`src/rtl/fft_pkg.sv`:
```
// Shared encodings and sizing for the radix-2 DIF FFT sequencer.
package fft_pkg;

   typedef enum logic [1:0] {
      ST_IDLE  = 2'd0,
      ST_RUN   = 2'd1,
      ST_DRAIN = 2'd2,
      ST_DONE  = 2'd3
   } state_t;

   // Read-to-write-back latency: one RAM/ROM read plus one butterfly register.
   localparam int unsigned PIPE_LAT  = 2;
   localparam int unsigned DEF_LOG2N = 4;
   localparam int unsigned N         = 32'd1 << DEF_LOG2N;
   localparam int unsigned HALF_N    = N / 2;
   localparam int unsigned STAGE_W   = 4;
   localparam int unsigned DRAIN_W   = 2;

endpackage

```
`src/rtl/fft_addr_gen.sv`:
```
// Butterfly address generator: maps (stage, butterfly index) to the two
// in-place operand addresses and the twiddle index, using masks and shifts.
module fft_addr_gen
   import fft_pkg::*;
#(
   parameter int unsigned LOG2N = DEF_LOG2N
) (
   input  logic [STAGE_W-1:0] i_stage,
   input  logic [LOG2N-2:0]   i_k,
   output logic [LOG2N-1:0]   o_a,
   output logic [LOG2N-1:0]   o_b,
   output logic [LOG2N-2:0]   o_tw
);

   localparam int unsigned HALF_PTS = 32'd1 << (LOG2N - 1);

   logic [LOG2N-1:0] w_k;
   logic [LOG2N-1:0] w_span;
   logic [LOG2N-1:0] w_mask;
   logic [LOG2N-1:0] w_j;

   // span = N >> (s+1); group base is the high part of k doubled, j the low part
   always_comb begin
      w_k    = {1'b0, i_k};
      w_span = LOG2N'(HALF_PTS) >> i_stage;
      w_mask = w_span - LOG2N'(1);
      w_j    = w_k & w_mask;
      o_a    = ((w_k & ~w_mask) << 1) | w_j;
      o_b    = o_a | w_span;
      o_tw   = (LOG2N-1)'(w_j << i_stage);
   end

endmodule

```
`src/rtl/fft_ctrl.sv`:
```
// In-place radix-2 DIF FFT sequencer: walks every stage, issues dual reads
// and twiddle addresses, and replays them as write-back addresses after the
// datapath latency. Each stage drains fully before the next one reads.
module fft_ctrl
   import fft_pkg::*;
#(
   parameter int unsigned LOG2N = DEF_LOG2N
) (
   input  logic               clk,
   input  logic               rst,
   input  logic               start,
   output logic               busy,
   output logic               done,
   output logic [STAGE_W-1:0] stage,
   output logic               rd_en,
   output logic [LOG2N-1:0]   rd_addr_a,
   output logic [LOG2N-1:0]   rd_addr_b,
   output logic [LOG2N-2:0]   tw_addr,
   output logic               bf_en,
   output logic               wr_en,
   output logic [LOG2N-1:0]   wr_addr_a,
   output logic [LOG2N-1:0]   wr_addr_b
);

   localparam int unsigned K_W      = LOG2N - 1;
   localparam int unsigned HALF_PTS = 32'd1 << (LOG2N - 1);

   typedef struct packed {
      logic             v;
      logic [LOG2N-1:0] a;
      logic [LOG2N-1:0] b;
   } pipe_t;

   state_t               r_state;
   logic [STAGE_W-1:0]   r_s;
   logic [K_W-1:0]       r_k;
   logic [DRAIN_W-1:0]   r_drain;
   logic                 r_busy;
   logic                 r_done;
   logic                 r_rd_en;
   logic [LOG2N-1:0]     r_rd_a;
   logic [LOG2N-1:0]     r_rd_b;
   logic [LOG2N-2:0]     r_tw;
   pipe_t                r_pipe [PIPE_LAT];

   logic [LOG2N-1:0]     w_a;
   logic [LOG2N-1:0]     w_b;
   logic [LOG2N-2:0]     w_tw;

   fft_addr_gen #(.LOG2N(LOG2N)) u_addr_gen (
      .i_stage (r_s),
      .i_k     (r_k),
      .o_a     (w_a),
      .o_b     (w_b),
      .o_tw    (w_tw)
   );

   // Sequencer FSM with stage/butterfly/drain counters and registered read strobes
   always_ff @(posedge clk) begin
      if (rst) begin
         r_state <= ST_IDLE;
         r_s     <= '0;
         r_k     <= '0;
         r_drain <= '0;
         r_busy  <= 1'b0;
         r_done  <= 1'b0;
         r_rd_en <= 1'b0;
         r_rd_a  <= '0;
         r_rd_b  <= '0;
         r_tw    <= '0;
      end else begin
         r_rd_en <= 1'b0;
         r_done  <= 1'b0;
         case (r_state)
            ST_IDLE: begin
               if (start) begin
                  r_state <= ST_RUN;
                  r_s     <= '0;
                  r_k     <= '0;
                  r_busy  <= 1'b1;
               end
            end
            ST_RUN: begin
               r_rd_en <= 1'b1;
               r_rd_a  <= w_a;
               r_rd_b  <= w_b;
               r_tw    <= w_tw;
               r_k     <= r_k + K_W'(1);
               if (r_k == K_W'(HALF_PTS - 1)) begin
                  r_state <= ST_DRAIN;
                  r_drain <= '0;
               end
            end
            ST_DRAIN: begin
               if (r_drain == DRAIN_W'(PIPE_LAT - 1)) begin
                  if (r_s < STAGE_W'(LOG2N - 1)) begin
                     r_s     <= r_s + STAGE_W'(1);
                     r_k     <= '0;
                     r_state <= ST_RUN;
                  end else begin
                     r_state <= ST_DONE;
                  end
               end else begin
                  r_drain <= r_drain + DRAIN_W'(1);
               end
            end
            ST_DONE: begin
               r_done  <= 1'b1;
               r_busy  <= 1'b0;
               r_state <= ST_IDLE;
            end
            default: r_state <= ST_IDLE;
         endcase
      end
   end

   // Write-back delay line; addresses only advance with a valid beat so they hold when idle
   always_ff @(posedge clk) begin
      if (rst) begin
         for (int i = 0; i < int'(PIPE_LAT); i++) begin
            r_pipe[i] <= '0;
         end
      end else begin
         r_pipe[0].v <= r_rd_en;
         if (r_rd_en) begin
            r_pipe[0].a <= r_rd_a;
            r_pipe[0].b <= r_rd_b;
         end
         for (int i = 1; i < int'(PIPE_LAT); i++) begin
            r_pipe[i].v <= r_pipe[i-1].v;
            if (r_pipe[i-1].v) begin
               r_pipe[i].a <= r_pipe[i-1].a;
               r_pipe[i].b <= r_pipe[i-1].b;
            end
         end
      end
   end

   assign busy      = r_busy;
   assign done      = r_done;
   assign stage     = r_s;
   assign rd_en     = r_rd_en;
   assign rd_addr_a = r_rd_a;
   assign rd_addr_b = r_rd_b;
   assign tw_addr   = r_tw;
   assign bf_en     = r_pipe[0].v;
   assign wr_en     = r_pipe[PIPE_LAT-1].v;
   assign wr_addr_a = r_pipe[PIPE_LAT-1].a;
   assign wr_addr_b = r_pipe[PIPE_LAT-1].b;

endmodule

```
`config.mk`:
```
export PLATFORM = sky130hd
export DESIGN_NAME = fft_ctrl
export DESIGN_NICKNAME = d
export VERILOG_FILES = /design/src/rtl/fft_pkg.sv /design/src/rtl/fft_addr_gen.sv /design/src/rtl/fft_ctrl.sv
export SDC_FILE = /design/constraint.sdc
export NUM_CORES = 1
export LEC_CHECK = 0
export ABC_AREA = 1
export BUFFER_PORTS_ARGS = -buffer_cell sky130_fd_sc_hd__buf_4
export CORE_ASPECT_RATIO = 2
export CORE_UTILIZATION = 55
export CTS_CLUSTER_SIZE = 10
export DETAILED_ROUTE_END_ITERATION = 6
export PLACE_DENSITY = 0.78
export SETUP_SLACK_MARGIN = 0.05
export SYNTH_ARGS = -nofsm -noshare
export SYNTH_HDL_FRONTEND = slang
export SYNTH_HIERARCHICAL = 1
export SYNTH_SLANG_ARGS = --single-unit
```
`constraint.sdc`:
```
create_clock -name clk -period 2 [get_ports clk]
set_input_delay 0.4 -clock clk [delete_from_list [all_inputs] [get_ports clk]]
set_output_delay 0.4 -clock clk [all_outputs]
set_load 0.01 [all_outputs]
```
==> results.ini, run 1 <==
[drt]
drt-vias-per-instance=5.19
drt_drc_violations_left=3
first_pass_iters=6
ant_nets=0
drt-initial-drc-count=34
num_vias=1516
wl_per_cell_um=13.4
postRouteWirelength_um=3920

[synth]
syn-mean-instance-area_sq_um=8.56
ys_ff_latch=43
yosysTopAreaCellShare=0.282
syn-instance-count=224
synth.yosys.seq_area_share=0.543
yosys_warnings=6
syn-cell-area_sq_um=1920
yosys.area.top_type=edfxtp_1
ys_types=27
synthTopCellsByArea=edfxtp_1 (28%), dfxtp_1 (26%), nor2_1 (9.2%)

[setup_path]
required_ns=2.24
crit_slowest_cell=dfxtp_1
timing.critical_path.slowest_cell_delay_ns=0.45
critical-path-top-delay-family=simple AND/OR/NAND/NOR gates
r2r_end=tw_addr[1]
timing.critical_path.cells=inv_1 > nor3_2 > inv_1 > ha_1 > nor2_1 > inv_1 > o22ai_1 > nor2_1 > nor2_1
regToRegStartpoint=stage[1]
critical_path_cell_count=9
worst-endpoint-arrival_ns=2.05
critical_path_class=flop to flop
start_kind=flop
timing.reg2reg.setup_slack_ns=0.19
worst-path-max-fanout=6
cp.buffers_inverters=3
endpoint_kind=flop
worst-r2r-cell-count=9

[placed_design]
globalplace.congestion=0.910
io_buffers=30
placement.cell_area_sq_um=2170
dp_worst_setup_slack_ns=0.276
placed_instances=284
detailed_place_hpwl_um=2900

[power_and_ir_drop]
vdd_drop_max_mv=0.880
comb_power_share=0.223
power_total_mw=2.15
netSwitchingPower_mw=0.676
power.switching_fraction=0.314
cellPowerDensity_nw_per_um2=952
power.share.sequential=0.514
power.share.clock=0.263
p_leak_nw=1.07
internal-power_mw=1.47

[cts]
clock_insertion_delay_at_the_later_pin_of_the_skew_report_ns=0.30
cts_root_buffer=clkbuf_8
cts-htree-levels=2
clock-sinks=43
clk_pin_slew_worst_paths_ns=0.09
buffers_from_clock_root_to_sink_at_most=2
cts_hold_repair.buffers=0
cts_resized=0
cts_buffers=5
postCtsSetupBuffers=0
cts_tree=yes

[timing]
crit_path_setup_slack_layout_ns=0.185
fin_worst_hold_slack_ns=0.364
setup_repair_after_global_routing_missed_its_margin=no
fin_crit_sh=0.907
timing.setup.tns_ns=0
setup_viol_count_final=0
timing.fmax_mhz=551
skew_ns=0.00404
maxSlewViolCount=0
fin_crit_ns=1.81
hold_viol=0

[hold_path]
worst_min_delay_path_category=input pin to flop
hold_path_depth=3
worstHoldStart=start
min_delay_worst_endpoint=busy

[layout]
layout_common_cells=nor2_1 (47), inv_1 (42), nand2_1 (31)
fin_cells=292
final_core_utilization=0.676
most_common_library_cell_in_the_layout_ignoring_fill_and_taps=nor2_1
n_antenna_cell=0
fin_area_sq_um=2260
syn2layout_area_growth_pct=17.8
layout-drive-gt1-share=0.215
nets=267

[floorplan]
rows=30
initial_utilization=0.574
pin_count=31
core_sq_um=3340
die-width_um=43.8
height_of_the_chip_um=85.5
die-area_sq_um=3740

[status]
failed_checks=design-rule violations
status=complete, but fails checks

[job]
cap_viol_max_count=0

[global_route]
grt_pass1_wl_um=6230
first_global_vias=1506
grt_overflow=0
groute.usage.overall=0.227
grt_start_max_net_pins=22
number_of_antenna_violations_at_the_first_check_in_global_routing=0

## registers in the layout, indices dropped and copies added, names as in the netlist
| name | cells |
|---|---|
| stage | 4 |
| rd_en | 1 |
| tw_addr | 3 |
| busy | 1 |
| rd_addr_a | 4 |
| r_pipe | 18 |
| r_k | 3 |
| rd_addr_b | 4 |
| r_drain | 2 |
| done | 1 |
| r_state | 2 |
## logic make-up after synthesis
kind of cell               Yosys count  synth area share
adders and majority gates            5            0.0326
DFF                                 43             0.543
and+or+nand+nor                    101             0.234
AOI/OAI and AO/OA                   25            0.0881
other                                1           0.00196
buffers and inverters               49             0.100
## power by group through the flow
stage               Combinational, mW  Sequential, mW  Clock, mW
global route                    0.533            1.12      0.609
CTS                             0.481            1.10      0.578
global placement                0.467            1.12          0
floorplan                       0.275            1.15          0
finish                          0.480            1.10      0.566
detailed placement              0.478            1.12          0
## cell usage after synthesis
master,count
edfxtp_1,18
conb_1,1
nor3_1,2
nand2_2,6
a21oi_1,5
o21ai_2,1
nand3_2,1
nor2_4,3
dfxtp_1,25
o21ai_0,6
nor2_2,2
nand4_1,2
nand2_1,31
o211ai_1,1
inv_2,4
nand3_1,6
nor2_1,47
o22a_1,8
buf_6,1
ha_1,5
o22ai_1,1
buf_2,1
clkbuf_1,1
o21bai_1,2
nor3_2,1
inv_1,42
a31oi_1,1
## area by class of cell
cell class / instances / area, sq um
multi-input combinational: 133 / 688
sequential: 43 / 1040
timing repair buffer: 30 / 225
clock inverter: 3 / 23.8
fill: 288 / 1080
tap: 32 / 40.0
inverter: 46 / 173
clock buffer: 5 / 68.8
## per-layer routing
| metal | GRT usage | up-vias | part of all wire |
|---|---|---|---|
| li1 | - | 773 | - |
| met1 | 0.198 | 696 | 0.36 |
| met2 | 0.445 | 38 | 0.59 |
| met3 | 0.0400 | 9 | 0.032 |
| met4 | 0.128 | 0 | 0.022 |
| met5 | 0 | - | 0 |
## worst max path at each step
stage / startpoint / end
6_report: stage[1] / tw_addr[1]
5_1_grt: stage[1] / tw_addr[1]
4_1_cts: stage[1] / tw_addr[1]
3_5_place_dp: stage[1] / rd_addr_b[3]
3_3_place_gp: stage[1] / rd_addr_b[3]
2_1_floorplan: stage[1] / rd_addr_b[3]
## worst reg2reg max path: stages, from the launching register on
cell     delay, ns
dfxtp_1       0.45
inv_1         0.10
nor3_2        0.22
inv_1         0.09
ha_1          0.33
nor2_1        0.18
inv_1         0.10
o22ai_1       0.14
nor2_1        0.07
nor2_1        0.09
Power figures use the tool's default switching activity.
==> run 2: changes to the inputs <==
Settings changed: ABC_AREA 1 to not set.
==> run 2 against run 1 <==
  * The flow still finishes with violations (design-rule violations)
  * Cell count decreased by 16%
  * Combinational power is 64% lower
  * First-iteration DRC count decreased by 5.9%
  * Register-to-register slack improved by 0.04 ns
  * Count of clock-buffer cells in the layout rose by 1
  * Die area increased by 0.39%
  * Critical path type unchanged
  * Largest cell class unchanged
==> results.ini, run 2 <==
[layout]
fin_area_sq_um=2280
layout_common_cells=buf_4 (37), dfxtp_1 (25), edfxtp_1 (18)
nets=219
largest_reg_flops=18
n_antenna_cell=0
layout-drive-gt1-share=0.283
syn2layout_area_growth_pct=18.6
registers.top_by_ff_count=r_pipe
most_common_library_cell_in_the_layout_ignoring_fill_and_taps=buf_4

[placed_design]
detailed_place_hpwl_um=2990
io_buffers=30
globalplace.congestion=0.825
dp_worst_setup_slack_ns=0.0858
placement.cell_area_sq_um=2180

[floorplan]
initial_utilization=0.570
rows=30
core_sq_um=3380
pin_count=31
height_of_the_chip_um=85.7
die-width_um=43.8
die-area_sq_um=3760

[synth]
yosys.cell_count.top_type=dfxtp_1
syn-mean-instance-area_sq_um=11.0
syn-instance-count=175
synth.yosys.seq_area_share=0.541
number_of_synthesized_flops_with_an_enable_pin=18
synthTopCellsByArea=edfxtp_1 (28%), dfxtp_1 (26%), nor2b_1 (4.9%)
yosys_warnings=6
yosys.area.top_type=edfxtp_1
synth_top_flop_cell=dfxtp_1
synth.cells.most_frequent=dfxtp_1 (25), edfxtp_1 (18), nor2b_1 (15), nand2_1 (14), and2_1 (9)
yosysTopAreaCellShare=0.281
synth-async-reset-ratio=0
ys_types=40
ys_ff_latch=43
syn-cell-area_sq_um=1930

[global_route]
first_global_vias=1418
grt_overflow=0
number_of_antenna_violations_at_the_first_check_in_global_routing=0
groute.usage.overall=0.236
grt_pass1_wl_um=6390
grt_start_max_net_pins=34

[setup_path]
start_kind=flop
critical_path_class=flop to flop
worst-endpoint-arrival_ns=2.01
required_ns=2.24
worst-path-max-fanout=4
endpoint_kind=flop

[status]
failed_checks=design-rule violations
status=complete, but fails checks

[timing]
maxSlewViolCount=0
timing.fmax_mhz=563
crit_path_setup_slack_layout_ns=0.225
fin_crit_ns=1.78
setup_repair_after_global_routing_missed_its_margin=no
fin_worst_hold_slack_ns=0.460
skew_ns=0.00883
fin_crit_sh=0.888
hold_viol=0
timing.setup.tns_ns=0
setup_viol_count_final=0

[power_and_ir_drop]
p_leak_nw=0.952
cellPowerDensity_nw_per_um2=747
vdd_drop_max_mv=0.564

[drt]
drt-vias-per-instance=5.66
first_pass_iters=6
drt_drc_violations_left=5
postRouteWirelength_um=3890
num_vias=1382
drt-initial-drc-count=32
wl_per_cell_um=15.9
ant_nets=0

[cts]
cts_root_buffer=clkbuf_8
cts_buffers=5
clock_insertion_delay_at_the_later_pin_of_the_skew_report_ns=0.30
postCtsSetupBuffers=0
clk_pin_slew_worst_paths_ns=0.08
buffers_from_clock_root_to_sink_at_most=2
cts_tree=yes
cts-htree-levels=2
clock-sinks=43

[hold_path]
worst_min_delay_path_category=flop to flop

[job]
cap_viol_max_count=0

run 2: final timing paths:
| check | startpoint | end | slack, ns | cells after the start |
|---|---|---|---|---|
| max | stage[3] | tw_addr[1] | 0.22 | 9 |
| min | tw_addr[0] | tw_addr[0] | 0.46 | 2 |
| max reg2reg | stage[3] | tw_addr[1] | 0.22 | 9 |
| min reg2reg | tw_addr[0] | tw_addr[0] | 0.46 | 2 |
run 2: worst max-delay path: stages (launching register included):
cell	delay [ns]
dfxtp_1	0.32
nor2_2	0.11
nand2_1	0.07
or2_2	0.30
ha_4	0.23
nand2b_4	0.15
mux2_2	0.26
nor2_1	0.08
nand2_1	0.05
a21oi_1	0.13
run 2: cell families (layout without fill, tap and decap cells):
family / Yosys count / count (layout) / share of synthesized area
simple gates: 76 / 76 / 0.234
flops: 43 / 43 / 0.541
compound gates: 31 / 31 / 0.120
buf+inv: 14 / 50 / 0.0455
fa+ha+maj: 5 / 5 / 0.0325
mux: 4 / 4 / 0.0214
other cells: 1 / 2 / 0.00195
xor+xnor: 1 / 1 / 0.00455
run 2: power by group:
group	internal (mW)	total (mW)	switching, mW
logic	0.0833	0.175	0.0912
clock network	0.245	0.536	0.291
registers	0.967	0.995	0.0281
total	1.30	1.71	0.411
run 2: area by class of cell:
| class | count | area (sq um) |
|---|---|---|
| fillers | 277 | 1090 |
| flip-flops and latches | 43 | 1040 |
| multi-input cells | 119 | 823 |
| repair buffers | 37 | 278 |
| clock buffers | 6 | 72.6 |
| well taps | 32 | 40.0 |
| inverters | 5 | 18.8 |
| clock inverters | 2 | 11.3 |
run 2: layer usage:
layer,vias up,global-route usage,routed length (um)
li1,683,-,-
met1,649,0.219,1310
met2,38,0.445,2300
met3,12,0.0505,147
met4,0,0.128,133
met5,-,0,0
run 2: repair_timing:
item                       CTS  global route
resized for setup            0             4
hold buffers                 0             0
setup endpoints to repair    0             2
run 2: through the flow:
| stage | instances | total power [mW] | utilization |
|---|---|---|---|
| 4_1_cts | 244 | 1.72 | 0.670 |
| 3_5_place_dp | 236 | 1.19 | 0.645 |
| 5_1_grt | 244 | 1.77 | 0.676 |
| 3_3_place_gp | 236 | 1.18 | 0.645 |
| 2_1_floorplan | 176 | 1.11 | - |
| 6_report | 244 | 1.71 | 0.676 |
==> run 3: changes to the inputs <==
Settings changed: SYNTH_HIERARCHICAL 1 to not set.
==> run 3 against run 2 <==
  * The flow now finishes without violations
  * Power decreased by 2.4%
  * Design area up 1.6%
  * Clock power up 2%
  * Hold slack better by 0.0021 ns
  * Critical path depth decreased by 3
  * Global-route usage is 1.2 points lower
  * Sequential cell count did not move
  * Via count grew 8.0%
  * Worst setup slack worse by 0.088 ns
  * Count of clock-buffer cells in the layout down 1
  * Routed wire length up 1.9%
  * Clock skew is 0.0043 ns lower
==> results.ini, run 3 <==
[status]
status=completed

[layout]
multiInputGateArea_sq_um=843
most_common_library_cell_in_the_layout_ignoring_fill_and_taps=buf_4
final_core_utilization=0.680
fin_area_sq_um=2320
layout-drive-gt1-share=0.247
largest_reg_flops=18
fillerInstances=289
syn2layout_area_growth_pct=16.8
registers.top_by_ff_count=r_pipe
layout.area.seq_sq_um=1040
n_antenna_cell=0
fin_cells=267
nets=226
layout_common_cells=buf_4 (35), dfxtp_1 (25), edfxtp_1 (18)

[timing]
slew_headroom=0.663
skew_ns=0.00456
maxSlewViolCount=0
setup_viol_count_final=0
timing.fmax_mhz=537
worst_pin_slew_ns=0.505
timing.setup.tns_ns=0
fin_crit_ns=1.86
hold_viol=0
setup_repair_after_global_routing_missed_its_margin=no
fin_crit_sh=0.931

[setup_path]
timing.critical_path.slowest_cell_delay_ns=0.39
critical_path_class=flop to flop
critical-path-top-delay-family=simple AND/OR/NAND/NOR gates
endpoint_kind=flop
worst-path-max-fanout=7
critical_path_cell_count=6
crit_slowest_cell=dfxtp_1
worst-r2r-cell-count=6
required_ns=2.20
worst-endpoint-arrival_ns=2.06
start_kind=flop
cp.buffers_inverters=1
timing.critical_path.cells=and4bb_2 > inv_1 > ha_1 > nand3b_1 > a21o_2 > a221oi_1

[power_and_ir_drop]
p_leak_nw=0.896
vdd_drop_max_mv=0.672
cellPowerDensity_nw_per_um2=717

[synth]
yosys_warnings=0
number_of_synthesized_flops_with_an_enable_pin=18
yosys-mux-area-fraction=0.0208
yosys.area.top_type=edfxtp_1
yosys.area_share.adder=0.0315
synth_simple_gate_area_share=0.234
synth-compound-area-share=0.130
syn-instance-count=186
yosysTopAreaCellShare=0.272
synthTopCellsByArea=edfxtp_1 (27%), dfxtp_1 (25%), nor2b_1 (4.1%)
yosys.cell_count.top_type=dfxtp_1
combinational_family_with_the_most_area_after_synthesis=simple AND/OR/NAND/NOR gates
synth.yosys.seq_area_share=0.524
synth_top_flop_cell=dfxtp_1
syn-cell-area_sq_um=1990
syn-mean-instance-area_sq_um=10.7
xor_xnor_cell_area_share_of_the_yosys_netlist=0.00441
synth-async-reset-ratio=0
synth.cells.most_frequent=dfxtp_1 (25), edfxtp_1 (18), a21oi_1 (15), nor2b_1 (13), nand2_1 (12)
ys_types=48
ys_ff_latch=43

[global_route]
grt_start_max_net_pins=29
grt_pass1_wl_um=6390
number_of_antenna_violations_at_the_first_check_in_global_routing=0
first_global_vias=1473
groute.usage.overall=0.225
grt_overflow=0

[cts]
cts_buffers=5
cts_root_buffer=clkbuf_8
cts_tree=yes
buffers_from_clock_root_to_sink_at_most=2
clk_pin_slew_worst_paths_ns=0.08
clock_insertion_delay_at_the_later_pin_of_the_skew_report_ns=0.29
clock-sinks=43
postCtsSetupBuffers=0
cts-htree-levels=2
cts_resized=0
cts_hold_repair.buffers=0

[drt]
drt-vias-per-instance=5.59
postRouteWirelength_um=3960
drt-initial-drc-count=34
num_vias=1492
ant_nets=0
first_pass_iters=4
drt_drc_violations_left=0
wl_per_cell_um=14.8

[floorplan]
rows=30
die-area_sq_um=3870
height_of_the_chip_um=87.0
core_sq_um=3420
die-width_um=44.5
initial_utilization=0.582
pin_count=31

[placed_design]
detailed_place_hpwl_um=2960
globalplace.congestion=0.810
placed_instances=259
io_buffers=30
placement.cell_area_sq_um=2230

[hold_path]
worst_min_delay_path_category=flop to flop
hold_path_depth=2

[job]
cap_viol_max_count=0

[run 3: area by class of cell]
class                      count  share of cell area
timing repair buffer          35               0.113
tap                           48              0.0259
sequential                    43               0.448
clock buffer                   5              0.0296
multi-input combinational    127               0.363
clock inverter                 3              0.0102
inverter                       6             0.00970
[run 3: worst paths after layout]
check	startpoint	endpoint	slack (ns)
worst min register to register	tw_addr[0]	tw_addr[0]	0.46
worst max register to register	stage[2]	tw_addr[2]	0.14
worst max-delay path	stage[2]	tw_addr[2]	0.14
worst min-delay path	tw_addr[0]	tw_addr[0]	0.46
[run 3: power by group]
| part | leakage (nW) | switching, mW | total (mW) | internal, mW |
|---|---|---|---|---|
| Sequential | 0.395 | 0.0271 | 0.982 | 0.955 |
| Combinational | 0.460 | 0.0774 | 0.137 | 0.0598 |
| Clock | 0.0408 | 0.296 | 0.545 | 0.249 |
| Total | 0.896 | 0.400 | 1.66 | 1.26 |
[run 3: per-stage QoR]
step / hold WS, ns / worst slack, ns / total power [mW]
6_report: 0.462 / 0.137 / 1.66
3_3_place_gp: 0.446 / 0.232 / 1.13
4_1_cts: 0.464 / 0.129 / 1.68
2_1_floorplan: 0.476 / 0.158 / 1.08
3_5_place_dp: 0.456 / 0.172 / 1.14
5_1_grt: 0.490 / 0.0519 / 1.72
[run 3: cell families after synthesis]
family / Yosys count
AOI/OAI and AO/OA: 41
xor gates and xnor gates: 1
other: 1
buffers and inverters: 17
muxes: 4
adders and majority gates: 5
DFF: 43
and+or+nand+nor: 74
[run 3: per-layer routing]
metal  part of all wire  up-vias  routed length [um]  track usage
li1                   -      733                   -            -
met1               0.35      710                1380        0.205
met2               0.59       41                2330        0.430
met3              0.041        8                 161       0.0477
met4              0.024        0                  97        0.116
met5                  0        -                   0            0
[run 3: worst reg2reg max path, cell delays in order (launching register included)]
cell and delay (ns):
dfxtp_1 0.39, and4bb_2 0.35, inv_1 0.08, ha_1 0.34, nand3b_1 0.17, a21o_2 0.19, a221oi_1 0.25
